==> src/rtl/mips_cpu_pkg.sv <==
// mips_cpu_pkg: shared types and constants for the MIPS next-PC logic.
//   npc_state_t  - next-PC sequencer state (straight-line, delay slot, halted)
//   RESET_VECTOR - default fetch address while reset is asserted
//   HALT_ADDR    - transfer target that halts the core after its delay slot
//   PC_STEP      - byte distance between sequential instructions
package mips_cpu_pkg;

  typedef enum logic [1:0] {
    SEQ  = 2'd0,
    SLOT = 2'd1,
    HALT = 2'd2
  } npc_state_t;

  localparam logic [31:0] RESET_VECTOR_DEF = 32'hBFC0_0000;
  localparam logic [31:0] HALT_ADDR_DEF    = 32'h0000_0000;
  localparam logic [31:0] PC_STEP          = 32'd4;

endpackage

==> src/rtl/mips_cpu_npc_target.sv <==
// mips_cpu_npc_target: combinational target arithmetic for the next-PC block.
//   pc_curr        in  current PC
//   branch_taken   in  conditional branch taken
//   branch_offset  in  16-bit word offset
//   jump           in  J/JAL
//   jump_index     in  26-bit instr_index
//   jump_reg       in  JR/JALR
//   jump_reg_addr  in  rs value
//   seq            out pc_curr + 4 (wraps modulo 2^32)
//   tgt            out priority-selected transfer target
//   xfer           out any control transfer requested
module mips_cpu_npc_target
  import mips_cpu_pkg::*;
(
  input  logic [31:0] pc_curr,
  input  logic        branch_taken,
  input  logic [15:0] branch_offset,
  input  logic        jump,
  input  logic [25:0] jump_index,
  input  logic        jump_reg,
  input  logic [31:0] jump_reg_addr,
  output logic [31:0] seq,
  output logic [31:0] tgt,
  output logic        xfer
);

  logic [31:0] br_tgt;
  logic [31:0] j_tgt;
  logic [31:0] br_disp;

  assign seq     = pc_curr + PC_STEP;
  // Word offset sign-extended to a byte displacement.
  assign br_disp = {{14{branch_offset[15]}}, branch_offset, 2'b00};
  assign br_tgt  = seq + br_disp;
  // Jump stays within the 256 MB region of the delay-slot instruction.
  assign j_tgt   = {seq[31:28], jump_index, 2'b00};
  assign xfer    = jump_reg | jump | branch_taken;

  always_comb begin
    tgt = br_tgt;
    if (jump_reg)  tgt = jump_reg_addr;
    else if (jump) tgt = j_tgt;
  end

endmodule

==> src/rtl/mips_cpu_npc.sv <==
// mips_cpu_npc: next-PC generator with single-instruction branch delay slot,
// jump-to-HALT_ADDR halt detection and stall hold.
//   clk, rst       clock; asynchronous active-low reset
//   stall          memory wait, freezes state and holds PC
//   instr_valid    instruction at pc_curr executes this cycle
//   pc_curr        current PC
//   branch_taken/branch_offset, jump/jump_index, jump_reg/jump_reg_addr
//                  control-transfer requests (jump_reg > jump > branch)
//   npc_out        next PC to the PC register
//   delay_slot     pc_curr holds a delay-slot instruction
//   halted         core halted until reset
//   ctrl_err       one-cycle pulse: transfer attempted inside a delay slot
module mips_cpu_npc
  import mips_cpu_pkg::*;
#(
  parameter logic [31:0] RESET_VECTOR = RESET_VECTOR_DEF,
  parameter logic [31:0] HALT_ADDR    = HALT_ADDR_DEF
) (
  input  logic        clk,
  input  logic        rst,
  input  logic        stall,
  input  logic        instr_valid,
  input  logic [31:0] pc_curr,
  input  logic        branch_taken,
  input  logic [15:0] branch_offset,
  input  logic        jump,
  input  logic [25:0] jump_index,
  input  logic        jump_reg,
  input  logic [31:0] jump_reg_addr,
  output logic [31:0] npc_out,
  output logic        delay_slot,
  output logic        halted,
  output logic        ctrl_err
);

  npc_state_t  state_q, state_d;
  logic [31:0] target_q, target_d;
  logic        ctrl_err_q, ctrl_err_d;
  logic [31:0] seq, tgt;
  logic        xfer;
  logic        accept;

  mips_cpu_npc_target u_target (
    .pc_curr       (pc_curr),
    .branch_taken  (branch_taken),
    .branch_offset (branch_offset),
    .jump          (jump),
    .jump_index    (jump_index),
    .jump_reg      (jump_reg),
    .jump_reg_addr (jump_reg_addr),
    .seq           (seq),
    .tgt           (tgt),
    .xfer          (xfer)
  );

  assign accept = instr_valid & ~stall;

  always_comb begin
    state_d    = state_q;
    target_d   = target_q;
    // Recomputed every cycle so the error never outlives one cycle.
    ctrl_err_d = 1'b0;
    if (accept) begin
      unique case (state_q)
        SEQ: begin
          if (xfer) begin
            target_d = tgt;
            state_d  = SLOT;
          end
        end
        SLOT: begin
          // The slot instruction's own transfer request is dropped.
          ctrl_err_d = xfer;
          state_d    = (target_q == HALT_ADDR) ? HALT : SEQ;
        end
        default: state_d = HALT;
      endcase
    end
  end

  always_ff @(posedge clk or negedge rst) begin
    if (!rst) begin
      state_q    <= SEQ;
      target_q   <= '0;
      ctrl_err_q <= 1'b0;
    end else begin
      state_q    <= state_d;
      target_q   <= target_d;
      ctrl_err_q <= ctrl_err_d;
    end
  end

  always_comb begin
    npc_out = seq;
    if (!rst)                 npc_out = RESET_VECTOR;
    else if (state_q == HALT) npc_out = HALT_ADDR;
    else if (stall)           npc_out = pc_curr;
    else if (state_q == SLOT) npc_out = target_q;
  end

  assign delay_slot = (state_q == SLOT);
  assign halted     = (state_q == HALT);
  assign ctrl_err   = ctrl_err_q;

endmodule

==> config.mk <==
export PLATFORM = sky130hd
export DESIGN_NAME = mips_cpu_npc
export DESIGN_NICKNAME = d
export VERILOG_FILES = /design/src/rtl/mips_cpu_pkg.sv /design/src/rtl/mips_cpu_npc_target.sv /design/src/rtl/mips_cpu_npc.sv
export SDC_FILE = /design/constraint.sdc
export NUM_CORES = 1
export LEC_CHECK = 0
export CAP_MARGIN = 25
export CELL_PAD_IN_SITES_DETAIL_PLACEMENT = 1
export CELL_PAD_IN_SITES_GLOBAL_PLACEMENT = 2
export CORE_ASPECT_RATIO = 1.5
export CORE_MARGIN = 2
export CORE_UTILIZATION = 26
export CTS_CLUSTER_DIAMETER = 120
export DETAILED_ROUTE_END_ITERATION = 16
export PLACE_DENSITY_LB_ADDON = 0.2
export SLEW_MARGIN = 40
export SYNTH_ARGS = -nofsm -noshare
export SYNTH_HDL_FRONTEND = slang
export SYNTH_HIERARCHICAL = 1
export SYNTH_SLANG_ARGS = --single-unit
==> constraint.sdc <==
create_clock -name clk -period 2.5 [get_ports clk]
set_input_delay 0.375 -clock clk [delete_from_list [all_inputs] [get_ports clk]]
set_output_delay 0.375 -clock clk [all_outputs]
set_load 0.01 [all_outputs]
Word level (Yosys, flattened, before mapping)
Cells that the tools add are included.

Input port bits: 113. Word-level logic and storage cells: 27. Register bits after elaboration: 35. Output and inout port bits: 35.

Mux-type cells: 11. $add $sub $neg: 2. Equal/unequal tests: 3. Bitwise logic cells: 4. Reduce and logical (&&, ||, !) cells: 4.

Operators by type and width (count): two-way mux 32 bit (6); adder 32 x 3 -> 32 bit (second input constant) (1); adder 32 bit (1); logical NOT 32 bit (1); two-way mux 2 bit (2); one-hot mux 2 bit (2 select lines) (1); AND reduction 3 bit (1); equality test 2 x 1 -> 1 bit (second input constant) (1); equality test 2 bit (second input constant) (1); logical NOT 2 bit (1); two-way mux 1 bit (2); inequality test 2 bit (second input constant) (1); bitwise OR 1 bit (2); AND reduction 2 bit (1); bitwise AND 1 bit (1); NOT 1 bit (1).

Depth between registers and ports, before layout
Gate-level depths: netlist (run 1).

Depth in word-level cells: 5. Gate-level depth with buffers: 19. Gate-level depth less buffers: 17.

Cells and area by module
Netlist (run 1), hierarchy kept.

By module, submodules not included: mips_cpu_npc_target (cells each 408, times used 1, area an instance 2824.0 um^2, sequential area each 0.0 um^2); mips_cpu_npc (cells each 243, times used 1, area an instance 2558.7 um^2, sequential area each 875.8 um^2).

Worst setup path after synthesis (run 1)
OpenSTA, ideal clock, no wires.

Path type: input port to flip-flop. From: input port pc_curr[2]. To: register target_q[30]. Required time: 2.375 ns. Path buffers: 2. Setup time: 0.125 ns. Stages: 19. Data arrival time: 3.444 ns. Path slack: -1.069 ns. Path through: ha_1 > and4_1 > and4_1 > buf_4 > nand3_2 > nor2_4 > nand3_1 > xnor2_1 > ha_1 > clkbuf_1 > a21o_1 > a21oi_1 > o21ai_0 > a21o_1 > a21oi_1 > nor2b_1 > mux2_1 > a22oi_2 > mux2_4.

Word-level cells in the longest chain between the ends: 4.

Ends and longest elaborated chain: start, declared (RTL line mips_cpu_npc.sv:23) `input logic [31:0] pc_curr,`; adder 32 x 3 -> 32 bit (RTL line mips_cpu_npc_target.sv:31) `assign seq = pc_curr + PC_STEP;`; net seq[26] (RTL line mips_cpu_npc.sv:39) `logic [31:0] seq, tgt;`; adder 32 bit (RTL line mips_cpu_npc_target.sv:34) `assign br_tgt = seq + br_disp;`; two-way mux 32 bit (RTL line mips_cpu_npc_target.sv:42) `else if (jump) tgt = j_tgt;`; two-way mux 32 bit (RTL line mips_cpu_npc_target.sv:41) `if (jump_reg) tgt = jump_reg_addr;`; net tgt[30] (RTL line mips_cpu_npc.sv:39); end signal, assigned (RTL line mips_cpu_npc.sv:88) `target_q <= target_d;`; end, declared (RTL line mips_cpu_npc.sv:37) `logic [31:0] target_q, target_d;`.

The timed path passes the listed nets, and every way through them passes these cells. A chain may end at the register's enable or synchronous reset.

Worst setup path after layout (run 1)
From: input port pc_curr[3]. To: register target_q[24].

The elaborated chain is that of the path after synthesis.

==> impl_metrics.json, run 1 <==
{
  "grt_use_total": 0.243,
  "regArea_um2": 876,
  "synth_compound_area_frac": 0.274,
  "synth_top_family_by_area": "compound AO/OA/AOI/OAI gates",
  "cp-startpoint": "pc_curr[3]",
  "antennaDiodeCount": 0,
  "syn_nets": 800,
  "vias_per_cell": 5.22,
  "htreeDepth": 2,
  "outcome": "finished with violations",
  "ir_worst_vdd_uv": 229,
  "finalMaxSlewViolations": 0,
  "syn_area_per_cell_um2": 8.27,
  "fin_nets": 1148,
  "cts_tree": "yes",
  "hold_violations": 0,
  "antenna_found_initial": 0,
  "crit_path_max_fanout": 7,
  "required_ps": 2670,
  "synthMuxAreaShare": 0.146,
  "cts.sinks": 35,
  "worstPathArrival_ps": 3510,
  "wl_per_cell_um": 22.1,
  "seq_area_frac_synth": 0.163,
  "synth_top_area_share": 0.163,
  "utilization": 0.521,
  "post-route-period-util": 1.34,
  "synthToLayoutAreaGrowth_pct": 96.9,
  "dr.pass1.iters": 4,
  "leakage_nw": 4.63,
  "ys.flop_type": "dfrtp_1",
  "synth-xor-area-share": 0.0809,
  "relSlewSlack": 0.574,
  "rr_worst_depth": 5,
  "final_cell_mix": "buf_4 (173), clkdlybuf4s50_1 (91), buf_6 (56), nor2_1 (45), nand2_1 (44)",
  "ant_nets": 0,
  "grt_max_degree": 40,
  "remaining_drc_errors": 0,
  "maxCapViolCount": 0,
  "layout_setup_ws_ps": -843,
  "finalSetupTns_ps": -18850,
  "path_class": "in -> reg",
  "synthTopCellsByArea": "dfrtp_1 (16%), ha_1 (8.1%), mux2_4 (8.1%)",
  "grt_pass1_wl_um": 40900,
  "r2r_start": "state_q[1]$_DFFE_PN0P_",
  "first_global_vias": 7347,
  "synth-edff-count": 0,
  "synth_simple_gate_area_frac": 0.201,
  "gp_congestion": 0.963,
  "num_rows": 64,
  "setup_viol": 39,
  "cts_buffers": 5,
  "die_h_um": 180,
  "rrSetupSlack_ps": 780,
  "vias": 6594,
  "ys_seq_elements": 35,
  "failed_checks": "setup timing",
  "fin_crit_ps": 3340,
  "synth_cell_types": 71,
  "initial_core_util": 0.265,
  "yosys.area_share.adder": 0.0851,
  "dp_hpwl_um": 21000,
  "insertion_delay_ps": 290,
  "finalClockSkew_ps": 3.28,
  "io_buffers": 147,
  "hp-class": "in -> async",
  "p_total_mw": 3.05,
  "coreArea_mm2": 0.0203,
  "clk_path_buf_depth": 2,
  "grt-ovfl-total": 0,
  "postSynthCellCount": 651,
  "fillCellCount": 2306,
  "cp_slowest_stage_delay_ps": 330,
  "hold_ws_ps": 169,
  "worst_pin_slew_ps": 633,
  "yosysWarningCount": 6,
  "setup.worst_path.start_class": "input port",
  "cts-root-buf": "clkbuf_16",
  "drive_gt1_frac": 0.524,
  "powerDensity_mw_per_mm2": 288,
  "cpMaxStageDelayCell": "a221oi_4",
  "grt_setup_unrepaired": "yes",
  "setup.worst_path.end": "target_q[24]$_DFFE_PN0P_",
  "die_w_um": 121,
  "synth.cell_area_mm2": 0.00538,
  "multi_input_area_mm2": 0.00574,
  "totalWireLength_um": 27900,
  "die-area_mm2": 0.0219,
  "cts.clk_slew.worst_paths_ps": 60,
  "pin_count": 148,
  "layout_commonest_cell": "buf_4",
  "fmax_ghz": 0.299,
  "path_cells": "buf_12 > ha_4 > and4_4 > and4_1 > buf_6 > nand3_4 > xnor2_4 > ha_4 > a21o_1 > a21o_1 > a221oi_4 > o21ai_4 > a21bo_2 > a211oi_2 > o311ai_1 > o21a_2 > mux2_4",
  "endpoint_kind": "register",
  "reg2reg_to": "target_q[11]$_DFFE_PN0P_",
  "drtIter0Drc": 264,
  "synth_top_cell_by_area": "dfrtp_1",
  "async_flop_share": 1.00
}
## per-stage QoR
step | setup WS [ps] | cell area (um2) | instances
3_5_place_dp | -1870 | 8540 | 1199
4_1_cts | -810 | 9780 | 1241
6_report | -843 | 10600 | 1264
2_1_floorplan | -752 | 5530 | 651
3_3_place_gp | -1860 | 8540 | 1199
5_1_grt | -940 | 10600 | 1264
## cells by family (layout without fill, tap and decap cells)
logic type      after synthesis  count (layout)
compound gates              206             206
fa+ha+maj                    36              36
flops                        35              35
xor+xnor                     48              48
mux                          63              63
simple gates                210             210
buf+inv                      53             402
## synth_stat cells (2+ instances only)
cell type / instances
o21bai_1: 6
dfrtp_1: 35
mux2_1: 2
a211oi_1: 11
a21o_1: 17
nand3_2: 2
o21a_1: 26
a211oi_2: 17
o21ai_2: 2
inv_1: 13
and4_1: 6
buf_4: 6
and3_1: 7
xnor2_1: 29
o31a_1: 9
nor3_1: 7
xor2_2: 2
buf_2: 8
nor3b_1: 9
buf_1: 3
a21oi_1: 46
a22o_1: 2
nand3_1: 12
nor2b_1: 4
mux2_4: 29
a31oi_2: 2
clkbuf_1: 17
o21ai_1: 12
buf_6: 6
o22ai_1: 4
xor2_1: 17
mux2_2: 5
nor4_1: 10
a31oi_1: 3
ha_1: 35
mux2i_1: 27
o211ai_1: 12
nand4_1: 12
o21ai_0: 25
nor2_1: 63
nand2_1: 60
nor4_2: 2
## worst min-delay path by stage
stage	startpoint	cells after the start	slack [ps]	to
after floorplan	rst	0	80	ctrl_err$_DFF_PN0_
after global placement	rst	2	470	target_q[31]$_DFFE_PN0P_
after detailed placement	rst	2	480	target_q[28]$_DFFE_PN0P_
after CTS	rst	2	180	target_q[28]$_DFFE_PN0P_
after global routing	rst	2	200	target_q[28]$_DFFE_PN0P_
final	rst	2	170	target_q[31]$_DFFE_PN0P_
## per-layer routing
layer | track usage | part of all wire | up-vias | wire length, um
li1 | - | - | 3109 | -
met1 | 0.249 | 0.36 | 3275 | 10100
met2 | 0.486 | 0.56 | 162 | 15700
met3 | 0.0171 | 0.023 | 48 | 648
met4 | 0.109 | 0.049 | 0 | 1370
met5 | 0 | 0 | - | 0
## worst max-delay path: cells and delay by family
kind | cells | cell delay (ps)
buffers and inverters | 2 | 270
muxes | 1 | 270
and+or+nand+nor | 3 | 500
adders and majority gates | 2 | 300
AOI/OAI and AO/OA | 8 | 1600
xor gates and xnor gates | 1 | 170
## where the power goes
| part | leakage [nW] | switching (mW) | internal (mW) |
|---|---|---|---|
| Sequential | 0.484 | 0 | 0.567 |
| Clock | 0.0679 | 0.242 | 0.368 |
| Combinational | 4.08 | 0.899 | 0.976 |
| Total | 4.63 | 1.14 | 1.91 |
## cell type report
type / instances / share of cell area
clock buffer: 7 / 0.0125
clock inverter: 1 / 0.000472
inverter: 13 / 0.00460
multi-input combinational: 563 / 0.541
sequential: 35 / 0.0826
tap: 264 / 0.0312
timing repair buffer: 381 / 0.327
## repair_timing
item	4_1_cts	5_1_grt
pin swaps	99	99
endpoints found under the setup margin	58	48
cloned	1	0
gates resized for setup	324	144
setup buffers	36	36
hold buffers	0	0
## flip-flops by register name, indices dropped and copies added (netlist names)
| register | flops |
|---|---|
| target_q | 32 |
| state_q | 2 |
| ctrl_err | 1 |
Note: power is estimated with default switching activity, not from simulation.
==> run 2, diff against run 1 <==
--- a/config.mk
+++ b/config.mk
@@ -13,7 +13,7 @@
 export CORE_UTILIZATION = 26
 export CTS_CLUSTER_DIAMETER = 120
 export DETAILED_ROUTE_END_ITERATION = 16
-export PLACE_DENSITY_LB_ADDON = 0.2
+export PLACE_DENSITY = 0.83
 export SLEW_MARGIN = 40
 export SYNTH_ARGS = -nofsm -noshare
 export SYNTH_HDL_FRONTEND = slang
==> constraint.sdc (replaced) <==
create_clock -name clk -period 2.5 [get_ports clk]
set_input_delay 0.375 -clock clk [delete_from_list [all_inputs] [get_ports clk]]
set_output_delay 0.375 -clock clk [all_outputs]
set_load 0.05 [all_outputs]
==> run 2 against run 1 <==
  * Sequential power about the same
  * The run still ends with setup timing left
  * Via count up 8.9%
  * Worst hold slack got worse by 40 ps
  * Die area is the same
  * Utilization up 3.5 points
  * Fmax down 3.7%
  * Worst setup slack got worse by 130 ps
  * Sequential cell count is the same
  * Largest cell class unchanged
  * Total power rose by 7.8%
==> impl_metrics.json, run 2 (synthesis gave the netlist of run 1 again) <==
{
  "grtUsageMet3": 0.0250,
  "fin_area_mm2": 0.0113,
  "totalWireLength_um": 33100,
  "coreArea_mm2": 0.0203,
  "drtIter0Drc": 317,
  "clk_path_buf_depth": 2,
  "layout_setup_ws_ps": -970,
  "antennaDiodeCount": 0,
  "largest_reg_flops": 32,
  "antenna_found_initial": 0,
  "leakage_nw": 4.85,
  "initial_core_util": 0.265,
  "cp_slowest_stage_delay_ps": 330,
  "cts.clk_slew.worst_paths_ps": 70,
  "hp-class": "in -> async",
  "path_cells": "buf_8 > ha_4 > and4_1 > and4_1 > buf_6 > nand2_4 > xnor2_4 > ha_4 > buf_6 > nand2_4 > nor3_4 > a221oi_2 > o21ai_2 > a31oi_4 > nor4_4 > mux2_4 > a22oi_2 > mux2_4",
  "postCtsHoldBufs": 0,
  "dr.pass1.iters": 5,
  "grt_setup_unrepaired": "yes",
  "dp_hpwl_um": 20900,
  "cts.sinks": 35,
  "insertion_delay_ps": 310,
  "powerDensity_mw_per_mm2": 291,
  "endpoint_kind": "register",
  "setup.worst_path.start_class": "input port",
  "fin_crit_ps": 3470,
  "cpMaxStageDelayCell": "mux2_4",
  "dpl_cell_area_mm2": 0.00914,
  "ant_nets": 0,
  "num_rows": 64,
  "grt_use_total": 0.277,
  "ir_worst_vdd_uv": 252,
  "clkPwrFrac": 0.207,
  "share_comb_of_total_power": 0.621,
  "regMostFlops": "target_q",
  "hold_violations": 0,
  "die-area_mm2": 0.0219,
  "netSwitchingFraction": 0.398,
  "die_w_um": 121,
  "use_met2": 0.517,
  "worstPathArrival_ps": 3710,
  "io_buffers": 147,
  "crit_family": "simple AND/OR/NAND/NOR gates",
  "dp.cells": 1221,
  "drive_gt1_frac": 0.558,
  "worst_pin_slew_ps": 688,
  "remaining_drc_errors": 0,
  "relSlewSlack": 0.537,
  "first_global_vias": 7907,
  "final_cell_mix": "buf_4 (203), clkdlybuf4s50_1 (91), buf_6 (54), nand2_1 (45), nor2_1 (43)",
  "failed_checks": "setup timing",
  "hold_ws_ps": 129,
  "crit_path_max_fanout": 6,
  "htreeDepth": 2,
  "finalMaxSlewViolations": 0,
  "grt-ovfl-total": 0,
  "setup_viol": 42,
  "pin_count": 148,
  "cts_buffers": 5,
  "cts_tree": "yes",
  "p_seq_frac": 0.172,
  "vias": 7181,
  "grt_pass1_wl_um": 45800,
  "fin_cells": 1290,
  "vias_per_cell": 5.57,
  "post-route-period-util": 1.39,
  "fin_nets": 1174,
  "finalClockSkew_ps": 18.1,
  "wl_per_cell_um": 25.7,
  "grt_busiest_layer": "met2",
  "path_buf_inv": 3,
  "die_h_um": 180,
  "required_ps": 2740,
  "fmax_ghz": 0.288,
  "internal-power_mw": 1.98,
  "cts-root-buf": "clkbuf_16",
  "p_switching_mw": 1.31,
  "grt_max_degree": 45,
  "use_met1": 0.275,
  "dp_slack_ps": -1710,
  "maxCapViolCount": 0,
  "synthToLayoutAreaGrowth_pct": 110,
  "fillCellCount": 2206,
  "gp_congestion": 0.889,
  "outcome": "finished with violations",
  "path_class": "in -> reg",
  "layout_commonest_cell": "buf_4"
}
run 2: cell types whose count changed in the layout (fill, tap and decap cells not counted), moves of 5 or more:
cell / delta
buf_4: +30
buf_12: +29
buf_2: -16
dlygate4sd2_1: -15
o21ai_1: -7
a211oi_2: -6
nor2_2: +6
a211oi_4: +5
mux2i_4: +5
o21ai_4: +5
run 2: per-stage QoR:
stage | TNS, ps | power [mW] | utilization
after floorplan | -8560 | 1.22 | -
after global placement | -52190 | 1.98 | 0.449
after detailed placement | -54700 | 2.01 | 0.449
after CTS | -19220 | 3.00 | 0.524
after global routing | -26590 | 3.39 | 0.556
final | -23180 | 3.29 | 0.556
run 2: power by group through the flow:
| stage | combinational (mW) | sequential, mW | clock, mW |
|---|---|---|---|
| global route | 2.14 | 0.566 | 0.689 |
| CTS | 1.76 | 0.566 | 0.667 |
| floorplan | 0.646 | 0.577 | 0 |
| finish | 2.05 | 0.566 | 0.680 |
| detailed placement | 1.43 | 0.577 | 0 |
| global placement | 1.41 | 0.577 | 0 |
run 2: area by class of cell:
class,instances,area [um2],area share
Clock inverter,1,5.00,0.000442
Clock buffer,7,133,0.0117
Timing Repair Buffer,407,4000,0.354
Inverter,13,48.8,0.00431
Sequential cell,35,876,0.0774
Multi-Input combinational cell,563,5920,0.523
Tap cell,264,330,0.0292
run 2: worst paths after layout:
path / startpoint / endpoint / slack, ps / depth (start not counted)
max: pc_curr[3] / target_q[30]$_DFFE_PN0P_ / -970 / 18
min: rst / target_q[11]$_DFFE_PN0P_ / 130 / 2
max reg2reg: state_q[0]$_DFFE_PN0P_ / target_q[30]$_DFFE_PN0P_ / 680 / 5
min reg2reg: target_q[2]$_DFFE_PN0P_ / target_q[2]$_DFFE_PN0P_ / 550 / 1
max in group asynchronous: rst / ctrl_err$_DFF_PN0_ / 2100 / 2
min in group clk: target_q[2]$_DFFE_PN0P_ / target_q[2]$_DFFE_PN0P_ / 550 / 1
run 2: what timing repair did:
action / in CTS / in global routing
pin swaps: 100 / 91
gates resized for setup: 271 / 100
setup buffers: 36 / 44
cloned: 0 / 0
endpoints found under the setup margin: 54 / 47
run 2: per-layer routing:
metal | vias up | routed length, um | share of wire
met5 | - | 0 | 0
met4 | 0 | 3260 | 0.098
met3 | 167 | 1250 | 0.038
met2 | 330 | 17700 | 0.53
met1 | 3535 | 10900 | 0.33
li1 | 3149 | - | -
==> run 3, diff against run 2 <==
--- a/config.mk
+++ b/config.mk
@@ -14,6 +14,7 @@
 export CTS_CLUSTER_DIAMETER = 120
 export DETAILED_ROUTE_END_ITERATION = 16
 export PLACE_DENSITY = 0.83
+export SETUP_SLACK_MARGIN = 0.2
 export SLEW_MARGIN = 40
 export SYNTH_ARGS = -nofsm -noshare
 export SYNTH_HDL_FRONTEND = slang
==> run 3 against run 2 <==
  * The run still ends with setup timing left
  * Total power is 1.9% lower
  * Fmax is 0.64% higher
  * Sequential cell count stayed put
  * Via count is 2.1% lower
  * Cell area is 2.3% lower
  * Highest routed layer unchanged
==> impl_metrics.json, run 3 (synthesis gave the netlist of run 1 again) <==
{
  "outcome": "finished with violations",
  "failed_checks": "setup timing",
  "reg2reg_to": "target_q[17]$_DFFE_PN0P_",
  "initial_core_util": 0.265,
  "dp.cells": 1208,
  "remaining_drc_errors": 0,
  "maxCapViolCount": 0,
  "die_h_um": 180,
  "ir_worst_vdd_uv": 237,
  "grt_setup_unrepaired": "yes",
  "netSwitchingFraction": 0.386,
  "p_seq_frac": 0.175,
  "rr_worst_depth": 5,
  "dr.pass1.iters": 4,
  "gp_congestion": 0.871,
  "cts_tree": "yes",
  "cts_buffers": 5,
  "share_comb_of_total_power": 0.602,
  "fin_nets": 1154,
  "wl_per_cell_um": 25.1,
  "p_switching_mw": 1.25,
  "clkPwrFrac": 0.223,
  "largest_reg_flops": 32,
  "drtIter0Drc": 271,
  "hp-class": "in -> async",
  "vias_per_cell": 5.54,
  "synthToLayoutAreaGrowth_pct": 105,
  "rrSetupSlack_ps": 810,
  "worst_pin_slew_ps": 627,
  "dp_hpwl_um": 20500,
  "final_cell_mix": "buf_4 (198), clkdlybuf4s50_1 (92), nand2_1 (49), nor2_1 (47), buf_6 (42)",
  "regMostFlops": "target_q",
  "totalWireLength_um": 31800,
  "fin_crit_ps": 3450,
  "powerDensity_mw_per_mm2": 292,
  "leakage_nw": 4.67,
  "postCtsHoldBufs": 0,
  "setup.worst_path.start_class": "input port",
  "finalClockSkew_ps": 2.52,
  "antennaDiodeCount": 0,
  "fmax_ghz": 0.290,
  "crit_path_max_fanout": 5,
  "vias": 7030,
  "clk_path_buf_depth": 2,
  "relSlewSlack": 0.582,
  "grt_max_degree": 36,
  "htreeDepth": 2,
  "pin_count": 148,
  "fin_cells": 1270,
  "grt-ovfl-total": 0,
  "io_buffers": 147,
  "layout_commonest_cell": "buf_4",
  "post-route-period-util": 1.38,
  "setup_viol": 45,
  "grt_pass1_wl_um": 42000,
  "required_ps": 2740,
  "fillCellCount": 2238,
  "r2r_start": "state_q[0]$_DFFE_PN0P_",
  "internal-power_mw": 1.98,
  "die_w_um": 121,
  "insertion_delay_ps": 290,
  "worstPathArrival_ps": 3690,
  "die-area_mm2": 0.0219,
  "drive_gt1_frac": 0.547,
  "cts.clk_slew.worst_paths_ps": 60,
  "layout_setup_ws_ps": -948,
  "finalSetupTns_ps": -22380,
  "hold_violations": 0,
  "coreArea_mm2": 0.0203,
  "num_rows": 64,
  "antenna_found_initial": 0,
  "cts-root-buf": "clkbuf_16",
  "path_class": "in -> reg",
  "ant_nets": 0,
  "cts.sinks": 35,
  "grt_use_total": 0.250,
  "endpoint_kind": "register",
  "first_global_vias": 7530,
  "finalMaxSlewViolations": 0
}
run 3: changes by cell type in the layout (fill, tap and decap cells not counted), sizes merged:
cell           delta
clkbuf            -1
clkdlybuf4s15     +2
buf              -21
clkinv            -1
clkdlybuf4s50     +1
run 3: stage by stage:
stage | hold WS, ps | power [mW] | cell area [um2] | setup WS [ps] | util
final | 267 | 3.23 | 11100 | -948 | 0.544
after global routing | 308 | 3.33 | 11100 | -995 | 0.544
after CTS | 267 | 2.93 | 10200 | -757 | 0.504
after detailed placement | 530 | 2.00 | 9140 | -1760 | 0.449
after global placement | 526 | 1.97 | 9140 | -1610 | 0.449
after floorplan | 79.4 | 1.25 | 5790 | -751 | -
run 3: area by class of cell:
type	instances	area [um2]	share of cell area
sequential	35	876	0.0792
inverter	13	51.3	0.00464
tap	264	330	0.0299
multi-input combinational	563	5820	0.526
clock buffer	8	156	0.0141
timing repair buffer	387	3820	0.346
run 3: how the worst max path moves through the flow:
stage                                    end  cells past startpoint  slack, ps  startpoint
floorplan           target_q[30]$_DFFE_PN0P_                     19       -750  pc_curr[3]
global placement    target_q[30]$_DFFE_PN0P_                     16      -1610  pc_curr[3]
detailed placement  target_q[29]$_DFFE_PN0P_                     16      -1760  pc_curr[3]
CTS                 target_q[29]$_DFFE_PN0P_                     18       -760  pc_curr[2]
global route        target_q[30]$_DFFE_PN0P_                     20       -990  pc_curr[2]
finish              target_q[30]$_DFFE_PN0P_                     16       -950  pc_curr[3]
run 3: critical path, cell delays in order:
cell	delay, ps
buf_8	90
ha_4	130
and4_4	220
and4_4	280
nand2_1	130
xnor2_2	320
ha_4	240
nand2_2	130
nor3_4	230
a221oi_2	110
o21ai_4	300
a31oi_4	140
nor4_4	320
mux2_4	350
a22oi_2	150
mux2_4	170
run 3: metal layers:
| metal | vias up | share of wire | track usage | wire (um) |
|---|---|---|---|---|
| met5 | - | 0 | 0 | 0 |
| met4 | 0 | 0.081 | 0.144 | 2570 |
| met3 | 127 | 0.032 | 0.0222 | 1030 |
| met2 | 297 | 0.55 | 0.488 | 17400 |
| met1 | 3504 | 0.34 | 0.249 | 10800 |
| li1 | 3102 | - | - | - |
run 3: repair_timing:
item                                    4_1_cts  5_1_grt
setup buffers                                29       25
gates resized for setup                     214      107
endpoints found under the setup margin       60       59
pin swaps                                    89       84
run 3: power groups by stage:
stage / logic, mW / registers (mW) / clock network [mW]
6_report: 1.94 / 0.566 / 0.719
3_3_place_gp: 1.40 / 0.577 / 0
3_5_place_dp: 1.42 / 0.577 / 0
4_1_cts: 1.66 / 0.566 / 0.708
5_1_grt: 2.03 / 0.566 / 0.733
2_1_floorplan: 0.668 / 0.577 / 0
